[src/rtl/sudoku_input_ctrl.sv]
// Button front end for the sudoku board: synchronizes and debounces five buttons,
// then turns presses and held-direction auto-repeat into cursor moves and select strobes.
module sudoku_input_ctrl #(
    parameter int DEBOUNCE_CYCLES = 500000,
    parameter int REPEAT_DELAY    = 50000000,
    parameter int REPEAT_PERIOD   = 15000000
) (
    input  logic       clk,
    input  logic       clr,
    input  logic       btns,
    input  logic       btnu,
    input  logic       btnl,
    input  logic       btnd,
    input  logic       btnr,
    input  logic       enable,
    output logic [3:0] cur_row,
    output logic [3:0] cur_col,
    output logic       sel_pulse,
    output logic       move_pulse,
    output logic [4:0] btn_stable
);

    localparam int DW   = $clog2(DEBOUNCE_CYCLES + 1);
    localparam int RMAX = (REPEAT_DELAY > REPEAT_PERIOD) ? REPEAT_DELAY : REPEAT_PERIOD;
    localparam int HW   = $clog2(RMAX + 1);

    localparam logic [DW-1:0] DEB_LAST = DW'(DEBOUNCE_CYCLES - 1);
    localparam logic [HW-1:0] R_DELAY  = HW'(REPEAT_DELAY);
    localparam logic [HW-1:0] R_PERIOD = HW'(REPEAT_PERIOD);

    logic [4:0]    raw;
    logic [4:0]    sync1;
    logic [4:0]    sync2;
    logic [4:0]    stable_d;
    logic [DW-1:0] dcnt [5];
    logic [HW-1:0] hcnt [4];
    logic [3:0]    rep;

    logic [4:0] rise;
    logic [3:0] fire;
    logic [4:0] ev;
    logic [3:0] row_nxt;
    logic [3:0] col_nxt;

    assign raw  = {btnr, btnd, btnl, btnu, btns};
    assign rise = btn_stable & ~stable_d;

    // Hold counter reads k in the k-th cycle after the press event;
    // the first repeat waits REPEAT_DELAY, later ones REPEAT_PERIOD.
    always_comb begin
        fire = '0;
        for (int i = 0; i < 4; i++) begin
            fire[i] = btn_stable[i+1] &&
                      (hcnt[i] == (rep[i] ? R_PERIOD : R_DELAY));
        end
    end

    assign ev = {rise[4:1] | fire, rise[0]};

    always_comb begin
        row_nxt = cur_row;
        if (ev[1] && !ev[3]) begin
            row_nxt = (cur_row == 4'd0 || cur_row > 4'd8) ? 4'd8 : cur_row - 4'd1;
        end else if (ev[3] && !ev[1]) begin
            row_nxt = (cur_row >= 4'd8) ? 4'd0 : cur_row + 4'd1;
        end
    end

    always_comb begin
        col_nxt = cur_col;
        if (ev[2] && !ev[4]) begin
            col_nxt = (cur_col == 4'd0 || cur_col > 4'd8) ? 4'd8 : cur_col - 4'd1;
        end else if (ev[4] && !ev[2]) begin
            col_nxt = (cur_col >= 4'd8) ? 4'd0 : cur_col + 4'd1;
        end
    end

    always_ff @(posedge clk) begin
        if (!clr) begin
            sync1      <= '0;
            sync2      <= '0;
            stable_d   <= '0;
            btn_stable <= '0;
            rep        <= '0;
            for (int i = 0; i < 5; i++) dcnt[i] <= '0;
            for (int i = 0; i < 4; i++) hcnt[i] <= '0;
            cur_row    <= 4'd4;
            cur_col    <= 4'd4;
            sel_pulse  <= 1'b0;
            move_pulse <= 1'b0;
        end else begin
            sync1    <= raw;
            sync2    <= sync1;
            stable_d <= btn_stable;

            for (int i = 0; i < 5; i++) begin
                if (sync2[i] == btn_stable[i]) begin
                    dcnt[i] <= '0;
                end else if (dcnt[i] == DEB_LAST) begin
                    dcnt[i]       <= '0;
                    btn_stable[i] <= ~btn_stable[i];
                end else begin
                    dcnt[i] <= dcnt[i] + 1'b1;
                end
            end

            // Runs regardless of enable so a re-enable keeps the schedule.
            for (int i = 0; i < 4; i++) begin
                if (!btn_stable[i+1]) begin
                    hcnt[i] <= '0;
                    rep[i]  <= 1'b0;
                end else if (fire[i]) begin
                    hcnt[i] <= HW'(1);
                    rep[i]  <= 1'b1;
                end else begin
                    hcnt[i] <= hcnt[i] + 1'b1;
                end
            end

            if (enable) begin
                cur_row    <= row_nxt;
                cur_col    <= col_nxt;
                sel_pulse  <= ev[0];
                move_pulse <= (row_nxt != cur_row) || (col_nxt != cur_col);
            end else begin
                sel_pulse  <= 1'b0;
                move_pulse <= 1'b0;
            end
        end
    end

endmodule

[config.mk]
export PLATFORM = sky130hd
export DESIGN_NAME = sudoku_input_ctrl
export DESIGN_NICKNAME = d
export VERILOG_FILES = /design/src/rtl/sudoku_input_ctrl.sv
export SDC_FILE = /design/constraint.sdc
export NUM_CORES = 1
export LEC_CHECK = 0
export CAP_MARGIN = 20
export CORE_MARGIN = 5
export CORE_UTILIZATION = 35
export CTS_CLUSTER_SIZE = 28
export DETAILED_ROUTE_END_ITERATION = 16
export SYNTH_ARGS = -nofsm -noshare
export SYNTH_HDL_FRONTEND = slang
export SYNTH_SLANG_ARGS = --single-unit
[constraint.sdc]
create_clock -name clk -period 8.3 [get_ports clk]
set_input_delay 0.83 -clock clk [delete_from_list [all_inputs] [get_ports clk]]
set_output_delay 0.83 -clock clk [all_outputs]
set_load 0.01 [all_outputs]
# After elaboration in Yosys (flattened, before gate mapping)
# Memories as Yosys holds them, arrays and structs flattened.
# Index checks and enable logic that the tools add are counted.
# word_totals
register_bits,34
mem_bits_rw,199
input_bits,8
elab_cells,257
n_memories,2
# mem_list
memory,words,word_bits,rd,rd_clocked_by_memory_dff,write_ports,line_no,source
hcnt,4,26,4,0,4,36,logic [HW-1:0] hcnt [4];
dcnt,5,19,5,0,5,35,logic [DW-1:0] dcnt [5];
# op_classes
addsub,13
order_cmp,4
eq_ne,16
muxes,139
n_bitwise,40
reduce_logical,27
# op_table
cell,count
$mux W26,16
$mux W19,15
$add A26 B1 Y26 const B,4
$eq A26 B26 Y1,4
$mux W1,100
$add A19 B1 Y19 const B,5
$eq A19 B19 Y1 const B,5
$mux W4,8
$or A1 B1 Y1,27
$reduce_and A2 Y1,10
$not A1 Y1,10
$add A4 B1 Y4 const B,2
$ge A4 B4 Y1 const B,2
$gt A4 B4 Y1 const B,2
$logic_and A1 B1 Y1,8
$logic_not A4 Y1,2
$ne A4 B4 Y1,2
$sub A4 B1 Y4 const B,2
$and A5 B5 Y5,1
$eq A1 B1 Y1,5
$not A5 Y5,1
$logic_not A1 Y1,4
$or A4 B4 Y4,1
$logic_or A1 B1 Y1,3

# Longest topological paths before layout
# Gate-level depths: netlist of the first run.
# depth
word_depth,10
depth_mapped,10
ltp_nobuf,9

# Least setup slack after synthesis of the first run
# OpenSTA, ideal clock, no wires.
# synth_timing
path_type,flip-flop to flip-flop
start,mem hcnt[0][8] in the netlist's numbering
end,reg move_pulse
setup_time_ns,0.139
arrival_ns,2.746
t_required_ns,8.161
setup_slack_ns,5.415
stages_incl_launch_ff,9
cell_sequence,edfxtp_1 > buf_2 > or4b_1 > a21boi_1 > a41oi_1 > or4_1 > a32o_1 > a2111oi_2 > a41oi_1
# synth_rtl
element,line_no,source
from (decl),36,
to (signal assigned),124,move_pulse <= (row_nxt != cur_row) || (col_nxt != cur_col);
to (decl),19,"output logic move_pulse,"

==> impl_metrics.xml, run 1 <==
<?xml version="1.0" encoding="UTF-8"?>
<metrics>
  <group name="yosys">
    <metric name="synth.ff_latch_count" unit="">233</metric>
    <metric name="synth-edff-count" unit="">199</metric>
    <metric name="yosys_warnings" unit="">0</metric>
    <metric name="synthDominantCellAreaShare" unit="%">47.43</metric>
    <metric name="synth_cell_types" unit="">65</metric>
    <metric name="ys_top_cells_by_area" unit="">edfxtp_1, xor2_1, nor2_1</metric>
    <metric name="syn-mean-instance-area" unit="um2">10.19</metric>
    <metric name="async_flop_share" unit="%">0</metric>
    <metric name="synth-seq-area-share" unit="%">52.83</metric>
    <metric name="synth.cell_area" unit="um2">12600</metric>
    <metric name="syn-instance-count" unit="">1237</metric>
    <metric name="synth_largest_area_cell" unit="">edfxtp_1</metric>
    <metric name="ys_dominant_reg_cell" unit="">edfxtp_1</metric>
  </group>
  <group name="grt">
    <metric name="grt_max_degree" unit="">35</metric>
    <metric name="antenna_found_initial" unit="">1</metric>
    <metric name="grt_first_pass_wirelength" unit="um">40610</metric>
    <metric name="gr-total-overflow" unit="">0</metric>
    <metric name="grt_pass1_vias" unit="">8544</metric>
    <metric name="grt.total_usage" unit="%">11.93</metric>
  </group>
  <group name="clock_tree">
    <metric name="cts_max_path_buffers" unit="">3</metric>
    <metric name="cts_resized" unit="">0</metric>
    <metric name="clk_root_buffer_cell" unit="">clkbuf_16</metric>
    <metric name="clock-sinks" unit="">233</metric>
    <metric name="worst_skew_pair.late_latency" unit="ns">0.53</metric>
    <metric name="post_cts.repair.setup_buffers" unit="">0</metric>
    <metric name="cts_tree" unit="">done</metric>
    <metric name="clk_slew_on_worst_s_h_paths" unit="ns">0.06</metric>
    <metric name="number_of_buffers_inserted_during_clock_tree_synthesis" unit="">27</metric>
    <metric name="cts_hold_repair.buffers" unit="">0</metric>
    <metric name="cts_max_level" unit="">1</metric>
  </group>
  <group name="sta">
    <metric name="layout_min_cycle_time" unit="ns">3.210</metric>
    <metric name="slew_viol_final" unit="">0</metric>
    <metric name="tightestPinTransition" unit="ns">0.8759</metric>
    <metric name="grt_setup_unrepaired" unit="">false</metric>
    <metric name="timing_hold_violations_final" unit="">0</metric>
    <metric name="setup-tns-final" unit="ns">0</metric>
    <metric name="skew" unit="ns">0.01749</metric>
    <metric name="relSlewSlack" unit="%">40.97</metric>
    <metric name="period_share" unit="%">38.67</metric>
    <metric name="finalSetupViolCount" unit="">0</metric>
    <metric name="fmax" unit="GHz">0.3116</metric>
  </group>
  <group name="floorplanning">
    <metric name="dieWidth" unit="um">199.7</metric>
    <metric name="die_height" unit="um">199.7</metric>
    <metric name="cell_row_count" unit="">69</metric>
    <metric name="design.die.area" unit="um2">39890</metric>
    <metric name="floorplan.initialDensity" unit="%">35.42</metric>
    <metric name="coreArea" unit="um2">35570</metric>
    <metric name="io-pin-count" unit="">23</metric>
  </group>
  <group name="placement">
    <metric name="dp_cells" unit="">1894</metric>
    <metric name="gpl.final_weighted_congestion" unit="">0.8035</metric>
    <metric name="placement_stage_cell_area" unit="um2">14070</metric>
    <metric name="placement.io_buffers" unit="">22</metric>
    <metric name="hpwl" unit="um">16830</metric>
  </group>
  <group name="worst_setup_path">
    <metric name="crit_required" unit="ns">8.70</metric>
    <metric name="cp_max_fo" unit="">9</metric>
    <metric name="worstSetupEndpointType" unit="">flip-flop</metric>
    <metric name="startpoint_type" unit="">flip-flop</metric>
    <metric name="critPathKind" unit="">reg -&gt; reg</metric>
    <metric name="worstPathArrival" unit="ns">3.61</metric>
  </group>
  <group name="routing">
    <metric name="first_iter_violations" unit="">384</metric>
    <metric name="post-route-drc-count" unit="">0</metric>
    <metric name="drt-total-wl" unit="um">23640</metric>
    <metric name="vias_per_cell" unit="">4.631</metric>
    <metric name="wire_per_inst" unit="um">12.16</metric>
    <metric name="dr.pass1.iters" unit="">5</metric>
    <metric name="vias" unit="">9003</metric>
    <metric name="ant_nets" unit="">0</metric>
  </group>
  <group name="power">
    <metric name="cellPowerDensity" unit="nW/um2">174.7</metric>
    <metric name="p_leak" unit="nW">5.358</metric>
    <metric name="totalPowerFinal" unit="mW">2.615</metric>
    <metric name="peakVddDrop" unit="mV">0.1446</metric>
  </group>
  <group name="finish">
    <metric name="nets_finish" unit="">1487</metric>
    <metric name="final.fill_count" unit="">3566</metric>
    <metric name="synthToLayoutAreaGrowth" unit="%">18.78</metric>
    <metric name="fin_util" unit="%">42.07</metric>
    <metric name="postLayoutCellArea" unit="um2">14970</metric>
    <metric name="mostFrequentLayoutCells" unit="">nor2_1, edfxtp_1, conb_1</metric>
    <metric name="drive_gt1_share" unit="%">4.046</metric>
    <metric name="number_of_diodes_added_for_antenna_fixing" unit="">0</metric>
    <metric name="final_cell_count_no_fill" unit="">1944</metric>
    <metric name="layout.cells.most_common" unit="">nor2_1</metric>
  </group>
  <group name="hold_path">
    <metric name="hold_path_class" unit="">reg -&gt; reg</metric>
  </group>
  <group name="outcome">
    <metric name="status" unit="">complete, no violations</metric>
  </group>
  <group name="flow_run">
    <metric name="number_of_maximum_capacitance_violations" unit="">0</metric>
  </group>
</metrics>
-- cell usage after synthesis, types with 15 or more instances --
master	number
a21oi_1	24
and2_1	21
and3_1	45
clkbuf_1	25
dfxtp_1	34
edfxtp_1	199
ha_1	17
inv_1	36
nand2_1	114
nand3_1	72
nand4_1	30
nor2_1	236
nor3_1	22
o21ai_0	18
or3_1	15
xnor2_1	61
xor2_1	119
-- worst max-delay path: stages, from the launching register on --
cell,delay [ns]
edfxtp_1,0.50
or4b_1,0.57
a21boi_1,0.22
a41oi_1,0.35
or4_1,0.65
a32o_1,0.29
a2111oi_2,0.34
a41oi_1,0.16
-- sequential cells by signal, indices dropped and copies added (netlist names), 5 cells and up --
| name | cells |
|---|---|
| btn_stable | 5 |
| sync1 | 5 |
| hcnt | 104 |
| stable_d | 5 |
| dcnt | 95 |
| sync2 | 5 |
-- kinds of logic after synthesis --
| logic type | after synthesis | share of synthesized area [%] |
|---|---|---|
| buffers and inverters | 63 | 1.897 |
| AOI/OAI and AO/OA | 82 | 4.479 |
| xor gates and xnor gates | 180 | 12.51 |
| adders and majority gates | 17 | 1.688 |
| and+or+nand+nor | 653 | 25.92 |
| other | 1 | 0.02976 |
| DFF | 233 | 52.83 |
| muxes | 8 | 0.6455 |
-- stage by stage --
step | worst slack [ns] | hold slack [ns]
floorplan | 5.415 | 0.3729
global placement | 5.166 | 0.3826
detailed placement | 5.063 | 0.3901
CTS | 5.065 | 0.3966
global route | 4.826 | 0.4158
finish | 5.090 | 0.3902
-- per-layer routing --
metal / share of wire, % / global-route usage (%) / vias to the layer above
met4: 1.8 / 2.692 / 2
met3: 3.4 / 1.964 / 32
met5: 0.055 / 0 / -
met1: 49 / 16.58 / 4223
li1: - / - / 4653
met2: 46 / 19.76 / 93
-- final timing paths --
check / start / to / slack, ns / cells past startpoint
max reg2reg: hcnt[0][8] / move_pulse / 5.09 / 7
max: hcnt[0][8] / move_pulse / 5.09 / 7
min reg2reg: stable_d[0] / sel_pulse / 0.39 / 1
min: stable_d[0] / sel_pulse / 0.39 / 1
-- final cells by class --
type	instances	area, um2	area share (%)
sequential	233	6656	44.48
multi-input combinational	1139	6460	43.17
clock buffer	43	805.8	5.384
tap	461	576.8	3.854
timing repair buffer	25	242.7	1.622
inverter	36	135.1	0.9029
clock inverter	7	88.84	0.5936
-- power breakdown --
| part | leakage (nW) | internal, mW | switching, mW |
|---|---|---|---|
| Clock | 0.442 | 0.724 | 0.457 |
| Sequential | 2.33 | 1.31 | 0.0454 |
| Combinational | 2.59 | 0.0343 | 0.0445 |
Power figures use the tool's default switching activity.
==> run 2: changes to the inputs <==
==> constraint.sdc (replaced) <==
create_clock -name clk -period 3 [get_ports clk]
set_input_delay 0.3 -clock clk [delete_from_list [all_inputs] [get_ports clk]]
set_output_delay 0.3 -clock clk [all_outputs]
set_load 0.01 [all_outputs]
==> impl_metrics.xml, run 2 (synthesized netlist as in run 1, its figures left out) <==
<?xml version="1.0" encoding="UTF-8"?>
<metrics>
  <group name="sta">
    <metric name="layout_min_cycle_time" unit="ns">2.881</metric>
    <metric name="setup-tns-final" unit="ns">0</metric>
    <metric name="fmax" unit="GHz">0.3471</metric>
    <metric name="skew" unit="ns">0.007426</metric>
    <metric name="finalSetupViolCount" unit="">0</metric>
    <metric name="period_share" unit="%">96.03</metric>
    <metric name="timing_hold_violations_final" unit="">0</metric>
    <metric name="setup_ws" unit="ns">0.1192</metric>
    <metric name="grt_setup_unrepaired" unit="">true</metric>
    <metric name="tightestPinTransition" unit="ns">0.7535</metric>
    <metric name="relSlewSlack" unit="%">49.62</metric>
    <metric name="slew_viol_final" unit="">0</metric>
  </group>
  <group name="floorplanning">
    <metric name="io-pin-count" unit="">23</metric>
    <metric name="cell_row_count" unit="">69</metric>
    <metric name="dieWidth" unit="um">199.7</metric>
    <metric name="coreArea" unit="um2">35570</metric>
    <metric name="die_height" unit="um">199.7</metric>
    <metric name="floorplan.initialDensity" unit="%">35.42</metric>
    <metric name="design.die.area" unit="um2">39890</metric>
  </group>
  <group name="grt">
    <metric name="grt.total_usage" unit="%">12.12</metric>
    <metric name="grt_first_pass_wirelength" unit="um">41260</metric>
    <metric name="antenna_found_initial" unit="">1</metric>
    <metric name="grt_pass1_vias" unit="">8749</metric>
    <metric name="grt_max_degree" unit="">27</metric>
    <metric name="gr-total-overflow" unit="">0</metric>
  </group>
  <group name="placement">
    <metric name="dp_worst_setup_slack" unit="ns">0.06890</metric>
    <metric name="placement.io_buffers" unit="">22</metric>
    <metric name="hpwl" unit="um">17530</metric>
    <metric name="placement_stage_cell_area" unit="um2">14330</metric>
    <metric name="gpl.final_weighted_congestion" unit="">0.7945</metric>
  </group>
  <group name="finish">
    <metric name="top_register" unit="">hcnt</metric>
    <metric name="layout.cells.most_common" unit="">nor2_1</metric>
    <metric name="largest_reg_flops" unit="">104</metric>
    <metric name="number_of_diodes_added_for_antenna_fixing" unit="">0</metric>
    <metric name="mostFrequentLayoutCells" unit="">nor2_1, edfxtp_1, conb_1</metric>
    <metric name="final.fill_count" unit="">3474</metric>
    <metric name="nets_finish" unit="">1522</metric>
    <metric name="postLayoutCellArea" unit="um2">15240</metric>
    <metric name="synthToLayoutAreaGrowth" unit="%">20.92</metric>
    <metric name="largestRegisters" unit="">hcnt x104, dcnt x95</metric>
    <metric name="multiInputGateArea" unit="um2">6476</metric>
    <metric name="drive_gt1_share" unit="%">6.592</metric>
    <metric name="layout.area.seq" unit="um2">6656</metric>
  </group>
  <group name="flow_run">
    <metric name="number_of_maximum_capacitance_violations" unit="">0</metric>
  </group>
  <group name="hold_path">
    <metric name="hold_path_class" unit="">in -&gt; reg</metric>
  </group>
  <group name="clock_tree">
    <metric name="worst_skew_pair.late_latency" unit="ns">0.53</metric>
    <metric name="cts_max_level" unit="">1</metric>
    <metric name="clock-sinks" unit="">233</metric>
    <metric name="clk_slew_on_worst_s_h_paths" unit="ns">0.06</metric>
    <metric name="number_of_buffers_inserted_during_clock_tree_synthesis" unit="">27</metric>
    <metric name="clk_root_buffer_cell" unit="">clkbuf_16</metric>
    <metric name="cts_max_path_buffers" unit="">3</metric>
    <metric name="cts_tree" unit="">done</metric>
  </group>
  <group name="routing">
    <metric name="vias_per_cell" unit="">4.595</metric>
    <metric name="vias" unit="">9089</metric>
    <metric name="dr.pass1.iters" unit="">5</metric>
    <metric name="drt-total-wl" unit="um">24300</metric>
    <metric name="ant_nets" unit="">0</metric>
    <metric name="post-route-drc-count" unit="">0</metric>
    <metric name="first_iter_violations" unit="">516</metric>
    <metric name="wire_per_inst" unit="um">12.28</metric>
  </group>
  <group name="outcome">
    <metric name="status" unit="">complete, no violations</metric>
  </group>
  <group name="worst_setup_path">
    <metric name="critical_path.n_buffers_inverters" unit="">0</metric>
    <metric name="cp_max_fo" unit="">5</metric>
    <metric name="critPathKind" unit="">reg -&gt; reg</metric>
    <metric name="worstSetupEndpointType" unit="">flip-flop</metric>
    <metric name="cp_top_family" unit="">compound AO/OA/AOI/OAI gates</metric>
    <metric name="worst_path_largest_cell_delay" unit="ns">0.54</metric>
    <metric name="crit_required" unit="ns">3.39</metric>
    <metric name="worstPathCellList" unit="">or4b_1 -&gt; or4_4 -&gt; o41ai_4 -&gt; xnor2_1 -&gt; a32o_1 -&gt; a2111oi_2 -&gt; a41oi_1</metric>
    <metric name="worstPathArrival" unit="ns">3.28</metric>
    <metric name="critPathSlowestCell" unit="">or4b_1</metric>
    <metric name="startpoint_type" unit="">flip-flop</metric>
  </group>
  <group name="power">
    <metric name="p_leak" unit="nW">5.535</metric>
    <metric name="cellPowerDensity" unit="nW/um2">473.6</metric>
    <metric name="peakVddDrop" unit="mV">0.3526</metric>
    <metric name="totalPowerFinal" unit="mW">7.216</metric>
  </group>
</metrics>
-- run 2: cell types whose count changed in the layout (fill, tap and decap cells not counted), sizes merged --
cell,previous run,this run
bufinv,2,0
buf,3,38
inv,37,39
clkbuf,43,38
clkinv,4,8
-- run 2: final timing paths --
kind	from	to	slack (ns)	cells past startpoint
worst max register to register	hcnt[2][16]	move_pulse	0.12	7
worst min register to register	stable_d[0]	sel_pulse	0.39	1
worst max-delay path	hcnt[2][16]	move_pulse	0.12	7
worst min-delay path	btnd	sync1[3]	0.35	2
-- run 2: worst register-to-register path, cell delays in order, from the launching register on --
cell	delay [ns]
edfxtp_1	0.37
or4b_1	0.54
or4_4	0.54
o41ai_4	0.29
xnor2_1	0.21
a32o_1	0.30
a2111oi_2	0.35
a41oi_1	0.15
-- run 2: final cells by class --
class                   instances  share of cell area (%)
clock inverters                11                  0.4188
clock buffers                  38                   5.395
well taps                     461                   3.786
repair buffers                 60                   3.318
flip-flops and latches        233                   43.69
multi-input cells            1139                   42.51
inverters                      36                  0.8869
-- run 2: timing repair --
item,CTS,global route
gates resized for setup,0,3
hold buffers,0,0
buffers inserted,0,0
setup endpoints to repair,0,1
-- run 2: through the flow --
step	hold WS [ns]	util (%)	instances
after global routing	0.3403	42.83	1978
after CTS	0.3319	42.79	1978
after global placement	0.3793	40.30	1929
final	0.3535	42.83	1978
after floorplan	0.3729	-	1435
after detailed placement	0.3881	40.30	1929
-- run 2: power breakdown --
| group | switching, mW | internal (mW) | total [mW] |
|---|---|---|---|
| combinational | 0.139 | 0.109 | 0.248 |
| sequential | 0.114 | 3.62 | 3.74 |
| clock | 1.32 | 1.91 | 3.23 |
| total | 1.57 | 5.64 | 7.22 |
-- run 2: metal layers --
metal | share of wire (%) | global-route usage [%]
met1 | 49 | 16.60
met2 | 45 | 20.12
met4 | 2.0 | 2.868
met5 | 0.078 | 0
met3 | 3.9 | 2.232
